## src/rtl/glb_cfg_seq_if.sv

```systemverilog
// GLB configuration bus: head-config outputs, CfgVld/CfgRdy handshake and the
// per-port reset/finish vectors. master = sequencer, slave = GLB.
interface glb_cfg_seq_if #(
   parameter int unsigned NUM_BANK   = 32,
   parameter int unsigned NUM_RDPORT = 4,
   parameter int unsigned NUM_WRPORT = 3,
   parameter int unsigned ADDR_WIDTH = 16,
   parameter int unsigned MAXPAR     = 32
);
   localparam int unsigned NP  = NUM_RDPORT + NUM_WRPORT;
   localparam int unsigned PW  = $clog2(MAXPAR) + 1;
   localparam int unsigned BPW = ($clog2(NUM_RDPORT) + $clog2(NUM_WRPORT)) * NUM_BANK;

   logic                       cfg_vld;
   logic                       cfg_rdy;
   logic [BPW-1:0]             bankport;
   logic [ADDR_WIDTH*NP-1:0]   addrmax;
   logic [PW*NUM_RDPORT-1:0]   rdpar;
   logic [PW*NUM_WRPORT-1:0]   wrpar;
   logic [NP-1:0]              port_rst;
   logic [NP-1:0]              port_fnh;

   modport master (
      output cfg_vld, bankport, addrmax, rdpar, wrpar, port_rst,
      input  cfg_rdy, port_fnh
   );

   modport slave (
      input  cfg_vld, bankport, addrmax, rdpar, wrpar, port_rst,
      output cfg_rdy, port_fnh
   );
endinterface

```

## src/rtl/glb_cfg_seq.sv

```systemverilog
// Layer-configuration sequencer between CCU and GLB. Queues configurations and
// hands them to the GLB one at a time, waiting for all active ports to finish.
module glb_cfg_seq #(
   parameter int unsigned NUM_BANK   = 32,
   parameter int unsigned NUM_RDPORT = 4,
   parameter int unsigned NUM_WRPORT = 3,
   parameter int unsigned ADDR_WIDTH = 16,
   parameter int unsigned MAXPAR     = 32,
   parameter int unsigned CFG_DEPTH  = 4,
   parameter int unsigned TAG_W      = 8,
   parameter int unsigned TIMEOUT    = 65535,
   localparam int unsigned NP  = NUM_RDPORT + NUM_WRPORT,
   localparam int unsigned PW  = $clog2(MAXPAR) + 1,
   localparam int unsigned BPW = ($clog2(NUM_RDPORT) + $clog2(NUM_WRPORT)) * NUM_BANK
) (
   input  logic                      clk,
   input  logic                      rst_n,
   input  logic                      in_vld,
   output logic                      in_rdy,
   input  logic [BPW-1:0]            in_bankport,
   input  logic [ADDR_WIDTH*NP-1:0]  in_addrmax,
   input  logic [PW*NUM_RDPORT-1:0]  in_rdpar,
   input  logic [PW*NUM_WRPORT-1:0]  in_wrpar,
   input  logic [NP-1:0]             in_portmask,
   input  logic [TAG_W-1:0]          in_tag,
   input  logic                      abort,
   glb_cfg_seq_if.master             glb,
   output logic                      done,
   output logic [TAG_W-1:0]          done_tag,
   output logic                      busy,
   output logic                      err_timeout
);
   localparam int unsigned AW = $clog2(CFG_DEPTH);
   localparam int unsigned CW = AW + 1;
   localparam logic [15:0] TimeoutVal = 16'(TIMEOUT);
   localparam logic [CW-1:0] DepthVal = CW'(CFG_DEPTH);

   typedef enum logic [2:0] {StIdle, StLoad, StCfg, StRst, StRun, StDone} state_e;

   // Queue storage
   logic [BPW-1:0]           fifo_bankport [CFG_DEPTH];
   logic [ADDR_WIDTH*NP-1:0] fifo_addrmax   [CFG_DEPTH];
   logic [PW*NUM_RDPORT-1:0] fifo_rdpar     [CFG_DEPTH];
   logic [PW*NUM_WRPORT-1:0] fifo_wrpar     [CFG_DEPTH];
   logic [NP-1:0]            fifo_mask      [CFG_DEPTH];
   logic [TAG_W-1:0]         fifo_tag       [CFG_DEPTH];

   state_e                   state_q, state_d;
   logic [AW-1:0]            wr_ptr_q, wr_ptr_d, rd_ptr_q, rd_ptr_d;
   logic [CW-1:0]            count_q, count_d;
   logic [BPW-1:0]           bankport_q, bankport_d;
   logic [ADDR_WIDTH*NP-1:0] addrmax_q, addrmax_d;
   logic [PW*NUM_RDPORT-1:0] rdpar_q, rdpar_d;
   logic [PW*NUM_WRPORT-1:0] wrpar_q, wrpar_d;
   logic [NP-1:0]            mask_q, mask_d, fnh_seen_q, fnh_seen_d, port_rst_q, port_rst_d;
   logic [TAG_W-1:0]         tag_q, tag_d, done_tag_q, done_tag_d;
   logic [15:0]              wdog_q, wdog_d;
   logic                     err_q, err_d, cfg_vld_q, cfg_vld_d, done_q, done_d;
   logic                     busy_q, busy_d, in_rdy_q, in_rdy_d;
   logic                     push, pop;
   logic [NP-1:0]            fnh_masked, fnh_all;

   // Next-state: FSM, queue pointers, watchdog and registered outputs
   always_comb begin
      state_d    = state_q;
      wr_ptr_d   = wr_ptr_q;
      rd_ptr_d   = rd_ptr_q;
      bankport_d = bankport_q;
      addrmax_d  = addrmax_q;
      rdpar_d    = rdpar_q;
      wrpar_d    = wrpar_q;
      mask_d     = mask_q;
      tag_d      = tag_q;
      fnh_seen_d = fnh_seen_q;
      wdog_d     = wdog_q;
      err_d      = err_q;
      pop        = 1'b0;
      push       = in_vld && in_rdy_q && !abort;
      fnh_masked = glb.port_fnh & mask_q;
      fnh_all    = fnh_seen_q | fnh_masked;

      unique case (state_q)
         StIdle: if (count_q != '0) state_d = StLoad;
         StLoad: begin
            bankport_d = fifo_bankport[rd_ptr_q];
            addrmax_d  = fifo_addrmax[rd_ptr_q];
            rdpar_d    = fifo_rdpar[rd_ptr_q];
            wrpar_d    = fifo_wrpar[rd_ptr_q];
            mask_d     = fifo_mask[rd_ptr_q];
            tag_d      = fifo_tag[rd_ptr_q];
            state_d    = StCfg;
         end
         StCfg: if (glb.cfg_rdy) state_d = StRst;
         StRst: begin
            fnh_seen_d = '0;
            wdog_d     = '0;
            state_d    = StRun;
         end
         StRun: begin
            fnh_seen_d = fnh_all;
            if (fnh_all == mask_q) begin
               state_d = StDone;
            end else if ((fnh_masked & ~fnh_seen_q) != '0) begin
               wdog_d = '0;
            end else if (wdog_q != TimeoutVal) begin
               // Saturates at TIMEOUT; the error flag stays until abort/reset.
               wdog_d = wdog_q + 16'd1;
               if (wdog_d == TimeoutVal) err_d = 1'b1;
            end
         end
         StDone: begin
            pop     = 1'b1;
            state_d = StIdle;
         end
         default: state_d = StIdle;
      endcase

      if (push) wr_ptr_d = wr_ptr_q + AW'(1);
      if (pop)  rd_ptr_d = rd_ptr_q + AW'(1);
      count_d = count_q + CW'(push) - CW'(pop);

      if (abort) begin
         state_d    = StIdle;
         wr_ptr_d   = '0;
         rd_ptr_d   = '0;
         count_d    = '0;
         fnh_seen_d = '0;
         wdog_d     = '0;
         err_d      = 1'b0;
      end

      // Outputs are registered copies of what the next state implies.
      cfg_vld_d  = (state_d == StCfg);
      port_rst_d = abort ? {NP{1'b1}} : ((state_d == StRst) ? mask_d : '0);
      done_d     = (state_d == StDone);
      done_tag_d = done_d ? tag_q : '0;
      busy_d     = (state_d != StIdle) || (count_d != '0);
      in_rdy_d   = (count_d != DepthVal);
   end

   // Queue write port; entries are only read after being written
   always_ff @(posedge clk) begin
      if (push) begin
         fifo_bankport[wr_ptr_q] <= in_bankport;
         fifo_addrmax[wr_ptr_q]  <= in_addrmax;
         fifo_rdpar[wr_ptr_q]    <= in_rdpar;
         fifo_wrpar[wr_ptr_q]    <= in_wrpar;
         fifo_mask[wr_ptr_q]     <= in_portmask;
         fifo_tag[wr_ptr_q]      <= in_tag;
      end
   end

   // State and output registers
   always_ff @(posedge clk or negedge rst_n) begin
      if (!rst_n) begin
         state_q    <= StIdle;
         wr_ptr_q   <= '0;
         rd_ptr_q   <= '0;
         count_q    <= '0;
         bankport_q <= '0;
         addrmax_q  <= '0;
         rdpar_q    <= '0;
         wrpar_q    <= '0;
         mask_q     <= '0;
         tag_q      <= '0;
         fnh_seen_q <= '0;
         wdog_q     <= '0;
         err_q      <= 1'b0;
         cfg_vld_q  <= 1'b0;
         port_rst_q <= '0;
         done_q     <= 1'b0;
         done_tag_q <= '0;
         busy_q     <= 1'b0;
         in_rdy_q   <= 1'b1;
      end else begin
         state_q    <= state_d;
         wr_ptr_q   <= wr_ptr_d;
         rd_ptr_q   <= rd_ptr_d;
         count_q    <= count_d;
         bankport_q <= bankport_d;
         addrmax_q  <= addrmax_d;
         rdpar_q    <= rdpar_d;
         wrpar_q    <= wrpar_d;
         mask_q     <= mask_d;
         tag_q      <= tag_d;
         fnh_seen_q <= fnh_seen_d;
         wdog_q     <= wdog_d;
         err_q      <= err_d;
         cfg_vld_q  <= cfg_vld_d;
         port_rst_q <= port_rst_d;
         done_q     <= done_d;
         done_tag_q <= done_tag_d;
         busy_q     <= busy_d;
         in_rdy_q   <= in_rdy_d;
      end
   end

   assign in_rdy       = in_rdy_q;
   assign glb.cfg_vld  = cfg_vld_q;
   assign glb.bankport = bankport_q;
   assign glb.addrmax  = addrmax_q;
   assign glb.rdpar    = rdpar_q;
   assign glb.wrpar    = wrpar_q;
   assign glb.port_rst = port_rst_q;
   assign done         = done_q;
   assign done_tag     = done_tag_q;
   assign busy         = busy_q;
   assign err_timeout  = err_q;
endmodule

```

## src/flat_wrapper.sv

```systemverilog
// flat-port wrapper written by rule: the top's interface ports become plain ports
module glb_cfg_seq_flat 
#(
   parameter int unsigned NUM_BANK   = 32,
   parameter int unsigned NUM_RDPORT = 4,
   parameter int unsigned NUM_WRPORT = 3,
   parameter int unsigned ADDR_WIDTH = 16,
   parameter int unsigned MAXPAR     = 32,
   parameter int unsigned CFG_DEPTH  = 4,
   parameter int unsigned TAG_W      = 8,
   parameter int unsigned TIMEOUT    = 65535,
   localparam int unsigned NP  = NUM_RDPORT + NUM_WRPORT,
   localparam int unsigned PW  = $clog2(MAXPAR) + 1,
   localparam int unsigned BPW = ($clog2(NUM_RDPORT) + $clog2(NUM_WRPORT)) * NUM_BANK
)
  (clk, rst_n, in_vld, in_rdy, in_bankport, in_addrmax, in_rdpar, in_wrpar, in_portmask, in_tag, abort, done, done_tag, busy, err_timeout, glb_cfg_vld, glb_bankport, glb_addrmax, glb_rdpar, glb_wrpar, glb_port_rst, glb_cfg_rdy, glb_port_fnh);
  glb_cfg_seq_if #(.NUM_BANK(NUM_BANK), .NUM_RDPORT(NUM_RDPORT), .NUM_WRPORT(NUM_WRPORT), .ADDR_WIDTH(ADDR_WIDTH), .MAXPAR(MAXPAR)) glb_i ();
  input  logic clk;
  input  logic rst_n;
  input  logic in_vld;
  output logic in_rdy;
  input  logic [BPW-1:0] in_bankport;
  input  logic [ADDR_WIDTH*NP-1:0] in_addrmax;
  input  logic [PW*NUM_RDPORT-1:0] in_rdpar;
  input  logic [PW*NUM_WRPORT-1:0] in_wrpar;
  input  logic [NP-1:0] in_portmask;
  input  logic [TAG_W-1:0] in_tag;
  input  logic abort;
  output logic done;
  output logic [TAG_W-1:0] done_tag;
  output logic busy;
  output logic err_timeout;
  output wire logic [$bits(glb_i.cfg_vld)-1:0] glb_cfg_vld;
  output wire logic [$bits(glb_i.bankport)-1:0] glb_bankport;
  output wire logic [$bits(glb_i.addrmax)-1:0] glb_addrmax;
  output wire logic [$bits(glb_i.rdpar)-1:0] glb_rdpar;
  output wire logic [$bits(glb_i.wrpar)-1:0] glb_wrpar;
  output wire logic [$bits(glb_i.port_rst)-1:0] glb_port_rst;
  input wire logic [$bits(glb_i.cfg_rdy)-1:0] glb_cfg_rdy;
  input wire logic [$bits(glb_i.port_fnh)-1:0] glb_port_fnh;
  assign glb_cfg_vld = glb_i.cfg_vld;
  assign glb_bankport = glb_i.bankport;
  assign glb_addrmax = glb_i.addrmax;
  assign glb_rdpar = glb_i.rdpar;
  assign glb_wrpar = glb_i.wrpar;
  assign glb_port_rst = glb_i.port_rst;
  assign glb_i.cfg_rdy = glb_cfg_rdy;
  assign glb_i.port_fnh = glb_port_fnh;
  glb_cfg_seq #(.NUM_BANK(NUM_BANK), .NUM_RDPORT(NUM_RDPORT), .NUM_WRPORT(NUM_WRPORT), .ADDR_WIDTH(ADDR_WIDTH), .MAXPAR(MAXPAR), .CFG_DEPTH(CFG_DEPTH), .TAG_W(TAG_W), .TIMEOUT(TIMEOUT)) u_core (.clk(clk), .rst_n(rst_n), .in_vld(in_vld), .in_rdy(in_rdy), .in_bankport(in_bankport), .in_addrmax(in_addrmax), .in_rdpar(in_rdpar), .in_wrpar(in_wrpar), .in_portmask(in_portmask), .in_tag(in_tag), .abort(abort), .glb(glb_i), .done(done), .done_tag(done_tag), .busy(busy), .err_timeout(err_timeout));
endmodule
```

## config.mk

```make
export PLATFORM = sky130hd
export DESIGN_NAME = glb_cfg_seq_flat
export DESIGN_NICKNAME = d
export VERILOG_FILES = /design/src/rtl/glb_cfg_seq_if.sv /design/src/rtl/glb_cfg_seq.sv /design/src/flat_wrapper.sv
export SDC_FILE = /design/constraint.sdc
export NUM_CORES = 1
export LEC_CHECK = 0
export ABC_AREA = 0
export CAP_MARGIN = 20
export CELL_PAD_IN_SITES_DETAIL_PLACEMENT = 1
export CELL_PAD_IN_SITES_GLOBAL_PLACEMENT = 2
export CORE_UTILIZATION = 40
export CTS_CLUSTER_DIAMETER = 60
export DETAILED_ROUTE_END_ITERATION = 10
export PLACE_DENSITY_LB_ADDON = 0.15
export SLEW_MARGIN = 40
export SYNTH_ARGS = -nofsm -noshare
export SYNTH_HDL_FRONTEND = slang
export SYNTH_SLANG_ARGS = --single-unit
```

## constraint.sdc

```tcl
create_clock -name clk -period 7.7 [get_ports clk]
set_clock_uncertainty 0.1 [all_clocks]
set_input_delay 1.155 -clock clk [delete_from_list [all_inputs] [get_ports clk]]
set_output_delay 1.155 -clock clk [all_outputs]
set_load 0.005 [all_outputs]
```

# [Word-level counts from Yosys, hierarchy flattened]
# Memories as Yosys holds them, arrays and structs flattened. A register that Yosys moved wholly into a read port is not among the register bits.
# Cells that the tools add are included.
[word_totals] reg_bits=60 word_cells=97 memories=6 mem_bits_rw=1188
[memory_table] memory="u_core.fifo_bankport" words=4 word_bits=128 read_ports=1 rd_clocked_by_memory_dff=1 write_ports=1 line_no="glb_cfg_seq.sv:41" source="logic [BPW-1:0] fifo_bankport [CFG_DEPTH];"
[memory_table] memory="u_core.fifo_addrmax" words=4 word_bits=112 read_ports=1 rd_clocked_by_memory_dff=1 write_ports=1 line_no="glb_cfg_seq.sv:42" source="logic [ADDR_WIDTH*NP-1:0] fifo_addrmax [CFG_DEPTH];"
[memory_table] memory="u_core.fifo_rdpar" words=4 word_bits=24 read_ports=1 rd_clocked_by_memory_dff=1 write_ports=1 line_no="glb_cfg_seq.sv:43" source="logic [PW*NUM_RDPORT-1:0] fifo_rdpar [CFG_DEPTH];"
[memory_table] memory="u_core.fifo_wrpar" words=4 word_bits=18 read_ports=1 rd_clocked_by_memory_dff=1 write_ports=1 line_no="glb_cfg_seq.sv:44" source="logic [PW*NUM_WRPORT-1:0] fifo_wrpar [CFG_DEPTH];"
[memory_table] memory="u_core.fifo_tag" words=4 word_bits=8 read_ports=1 rd_clocked_by_memory_dff=1 write_ports=1 line_no="glb_cfg_seq.sv:46" source="logic [TAG_W-1:0] fifo_tag [CFG_DEPTH];"
[memory_table] memory="u_core.fifo_mask" words=4 word_bits=7 read_ports=1 rd_clocked_by_memory_dff=0 write_ports=1 line_no="glb_cfg_seq.sv:45" source="logic [NP-1:0] fifo_mask [CFG_DEPTH];"
[op_classes] reduce_logical=22 mux=30 eq_ne=16 bitwise_logic=4 n_addsub=5
[ops] operator="16-bit two-way mux" count=4
[ops] operator="16-bit one-hot mux with 2 select lines" count=1
[ops] operator="7-bit two-way mux" count=4
[ops] operator="16-bit by 1-bit adder with 16-bit output, second input constant" count=1
[ops] operator="16-bit == test, second input constant" count=1
[ops] operator="16-bit != test, second input constant" count=1
[ops] operator="3-bit two-way mux" count=5
[ops] operator="3-bit one-hot mux with 5 select lines" count=1
[ops] operator="7-bit AND" count=2
[ops] operator="7-bit one-hot mux with 2 select lines" count=1
[ops] operator="3-bit by 2-bit == test with 1-bit output, second input constant" count=4
[ops] operator="3-bit nonzero test" count=4
[ops] operator="2-bit nonzero test" count=5
[ops] operator="3-bit == test, second input constant" count=3
[ops] operator="1-bit two-way mux" count=9
[ops] operator="2-bit two-way mux" count=4
[ops] operator="8-bit two-way mux" count=1
[ops] operator="7-bit == test" count=1
[ops] operator="7-bit NOT" count=1
[ops] operator="7-bit bitwise OR" count=1
[ops] operator="7-bit nonzero test" count=1
[ops] operator="1-bit logical NOT" count=6
[ops] operator="3-bit != test, second input constant" count=2
[ops] operator="5-bit AND reduction" count=1
[ops] operator="other kinds (10)" count=13

# [Depth between registers and ports, before layout]
[logic_depth] word_depth=9 mapped_depth=10 depth_no_buf=9

# [Least setup slack after synthesis]
# Ideal clock, no wire load.
[synth_timing] path_kind="input-to-reg" from="input port abort" to="memory u_core.fifo_addrmax[0][0] (netlist bit) (enable)" required_ps=6903 cell_stages=3 arrival_time_ps=8323 setup_ps=697 setup_slack_ps=-1420 cell_sequence="clkbuf_1 > nor2_1 > and2_1"
[synth_via] elab_chain_len=4
[synth_lines] element="from (decl)" line_no="flat_wrapper.sv:28" source="input logic abort;"
[synth_lines] element="1-bit logical NOT" line_no="glb_cfg_seq.sv:78" source="push = in_vld && in_rdy_q && !abort;"
[synth_lines] element="1-bit logical AND" line_no="glb_cfg_seq.sv:78"
[synth_lines] element="1-bit two-way mux" line_no="glb_cfg_seq.sv:143" source="if (push) begin"
[synth_lines] element="1-bit two-way mux (implied by the code)" line_no="glb_cfg_seq.sv:145" source="fifo_addrmax[wr_ptr_q] <= in_addrmax;"
[synth_lines] element="to (decl)" line_no="glb_cfg_seq.sv:42"
# No other way between the ends.

# [Worst setup path after layout]
[layout_timing] from="input port in_vld" to="memory u_core.fifo_addrmax[3][64] (netlist bit) (enable)"
[layout_via] elab_chain_len=4
[layout_lines] element="from (decl)" line_no="flat_wrapper.sv:20" source="input logic in_vld;"
[layout_lines] element="1-bit logical AND (2 in a row)" line_no="glb_cfg_seq.sv:78"
[layout_lines] element="1-bit two-way mux" line_no="glb_cfg_seq.sv:143"
[layout_lines] element="1-bit two-way mux (implied by the code)" line_no="glb_cfg_seq.sv:145"
# No other way between the ends.

==> impl_metrics.json <==
{
  "total_power_mw": 22.14,
  "ys_ff_latch": 1538,
  "cts_max_level": 4,
  "initial_core_util": 0.4035,
  "critPathLaunch": "in_vld",
  "r2r_start": "u_core.rd_ptr_q[0]",
  "crit_fanout": 44,
  "synth.net_count": 2791,
  "place_ws_ns": 3.047,
  "drv_slew": 0,
  "grt_use_total": 0.1934,
  "path_clk_slew_ns": 0.06,
  "grt_pass1_vias": 29540,
  "drv_cap": 0,
  "vias": 26950,
  "worst_setup_path_start_kind": "input pin",
  "power_leakage_nw": 23.50,
  "syn_inst": 2473,
  "cp-end-kind": "flop",
  "setup_tns_ns": 0,
  "worstPathArrival_ns": 3.66,
  "dr.first_iter.drc_count": 1558,
  "clockBufferDepth": 3,
  "detail-route-antenna-nets": 0,
  "dieArea_um2": 142400,
  "cts-buffers-inserted": 167,
  "cts_setup_buffers": 0,
  "drc_errors": 0,
  "critical_path_class": "input pin to flop",
  "layout.nets": 3501,
  "drive_above_1_share": 0.2738,
  "synth.largest_area_cell": "edfxtp_1",
  "status": "completed",
  "finalSetupViolCount": 0,
  "slew_headroom": 0.4448,
  "synth.avg_cell_area_um2": 22.79,
  "wirelength_mm": 136.1,
  "core_um2": 139700,
  "synth_edf_count": 1188,
  "die_w_um": 377.4,
  "synthMostInstantiatedCell": "edfxtp_1",
  "io_buffers": 610,
  "place_congestion": 0.7873,
  "async_reset_ff_frac": 0.2276,
  "clock_sinks": 1538,
  "yosysSeqAreaShare": 0.7883,
  "final.min_clock_period_ns": 3.361,
  "ys_types": 56,
  "cts_resized": 0,
  "worstSkewPairLatency_ns": 0.77,
  "ys_warn_count": 0,
  "rsz0062_at_grt": "no",
  "synthTopCellsByArea": "edfxtp_1, dfrtp_1, mux4_2, mux2_2, clkbuf_1",
  "final.setup.worst_slack_ns": 4.339,
  "hpwl_mm": 84.40,
  "worstMarginPinSlew_ns": 0.8328,
  "fin_crit_sh": 0.4365,
  "pin_count": 611,
  "antenna_found_initial": 53,
  "worstPathRequired_ns": 8.00,
  "rr_worst_depth": 6,
  "holdBufCountCts": 0,
  "grt-ovfl-total": 0,
  "synth_common_cells": "edfxtp_1, dfrtp_1, mux2_2, mux4_2, clkbuf_1",
  "synth_ff_type": "edfxtp_1",
  "worstHoldPathType": "input pin to async pin",
  "syn2layout_area_growth_pct": 25.49,
  "die_h_um": 377.4,
  "whs_ns": 0.2268,
  "rows": 137,
  "syn_area_um2": 56370,
  "cts_tree": "built",
  "grt_pass1_wl_mm": 200.7,
  "timing_hold_violations_final": 0,
  "avgViaCountPerCell": 5.170,
  "powerDensity_nw_per_um2": 313.0,
  "wl_per_cell_um": 26.11,
  "clock-root-buffer": "clkbuf_16",
  "grt_max_degree": 130,
  "fmax_ghz": 0.2975,
  "ir_worst_vdd_v": 0.0002007,
  "first_pass_iters": 7,
  "yosys.area.top_type_share": 0.6329
}
[critical path, cell delays in order]
cell and delay (ns):
clkdlybuf4s50_1 0.56, nand2_1 0.13, nor2_1 0.30, and2_4 0.66, buf_4 0.69
[where the power goes]
part	leakage, nW	internal (mW)	switching (mW)
combinational	5.79	2.25	1.39
sequential	15.0	10.0	0.602
clock	2.68	4.67	3.21
total	23.5	16.9	5.20
[layout by cell type (no fill, tap or decap), types with 10 or more instances in the layout]
cell type / count
edfxtp_1: 1188
clkdlybuf4s50_1: 608
dfrtp_1: 347
mux4_2: 297
mux2_2: 297
clkbuf_16: 170
clkbuf_1: 46
clkinv_2: 25
nand2_1: 24
clkbuf_8: 23
inv_1: 21
buf_12: 20
clkinv_1: 17
nor2_1: 16
diode_2: 14
nand3_1: 13
and2_1: 11
a31oi_1: 11
bufinv_16: 11
buf_4: 11
buf_16: 10
[metal layers]
layer  global-route usage  wire (µm)  vias to the layer above
li1                     -          -                    11600
met1               0.2423      54340                    14270
met2               0.3070      66220                      745
met3              0.07453      11500                      269
met4              0.06627       3585                       72
met5                    0        478                        -
[through the flow]
| step | utilization | instances | area (µm²) |
|---|---|---|---|
| floorplan | - | 2473 | 56370 |
| finish | 0.5063 | 5213 | 70730 |
| global route | 0.5062 | 5209 | 70720 |
| CTS | 0.5052 | 5194 | 70570 |
| global placement | 0.4639 | 4874 | 64810 |
| detailed placement | 0.4659 | 4885 | 65090 |
[area by class of cell]
| type | count | area, µm² |
|---|---|---|
| sequential | 1538 | 44440 |
| tap | 1876 | 2347 |
| multi-input combinational | 801 | 11450 |
| inverter | 21 | 78.83 |
| fill | 12330 | 68970 |
| clock buffer | 239 | 4743 |
| clock inverter | 70 | 735.7 |
| timing repair buffer | 654 | 6898 |
| antenna | 14 | 35.03 |
[sequential cells by signal, indices dropped and copies added (netlist names), 2 cells and up]
| register | cells |
|---|---|
| u_core.glb.rdpar | 24 |
| u_core.glb.bankport | 128 |
| u_core.count_q | 3 |
| u_core.done_tag | 8 |
| u_core.glb.wrpar | 18 |
| u_core.fnh_seen_q | 7 |
| u_core.fifo_tag | 32 |
| u_core.tag_q | 8 |
| u_core.mask_q | 7 |
| u_core.wdog_q | 16 |
| u_core.fifo_rdpar | 96 |
| u_core.fifo_bankport | 512 |
| u_core.rd_ptr_q | 2 |
| u_core.state_q | 3 |
| u_core.glb.port_rst | 7 |
| u_core.fifo_wrpar | 72 |
| u_core.glb.addrmax | 112 |
| u_core.fifo_addrmax | 448 |
| u_core.wr_ptr_q | 2 |
| u_core.fifo_mask | 28 |
[cell families after synthesis]
group	after synthesis	share of synthesized area
adders and majority gates	9	0.002131
muxes	595	0.1782
AOI/OAI and AO/OA	72	0.009323
and+or+nand+nor	115	0.01121
xor gates and xnor gates	10	0.001554
DFF	1538	0.7883
buffers and inverters	134	0.009279
[worst paths after layout]
kind | slack, ns | endpoint
max | 4.34 | u_core.fifo_addrmax[3][64]
max reg2reg | 4.44 | u_core.glb.port_rst[2]
min reg2reg | 0.38 | u_core.done_tag[1]
min | 0.23 | u_core.glb.addrmax[90]
max in group asynchronous | 5.91 | u_core.glb.bankport[77]
min in group clk | 0.38 | u_core.done_tag[1]
Power figures use the tool's default switching activity.
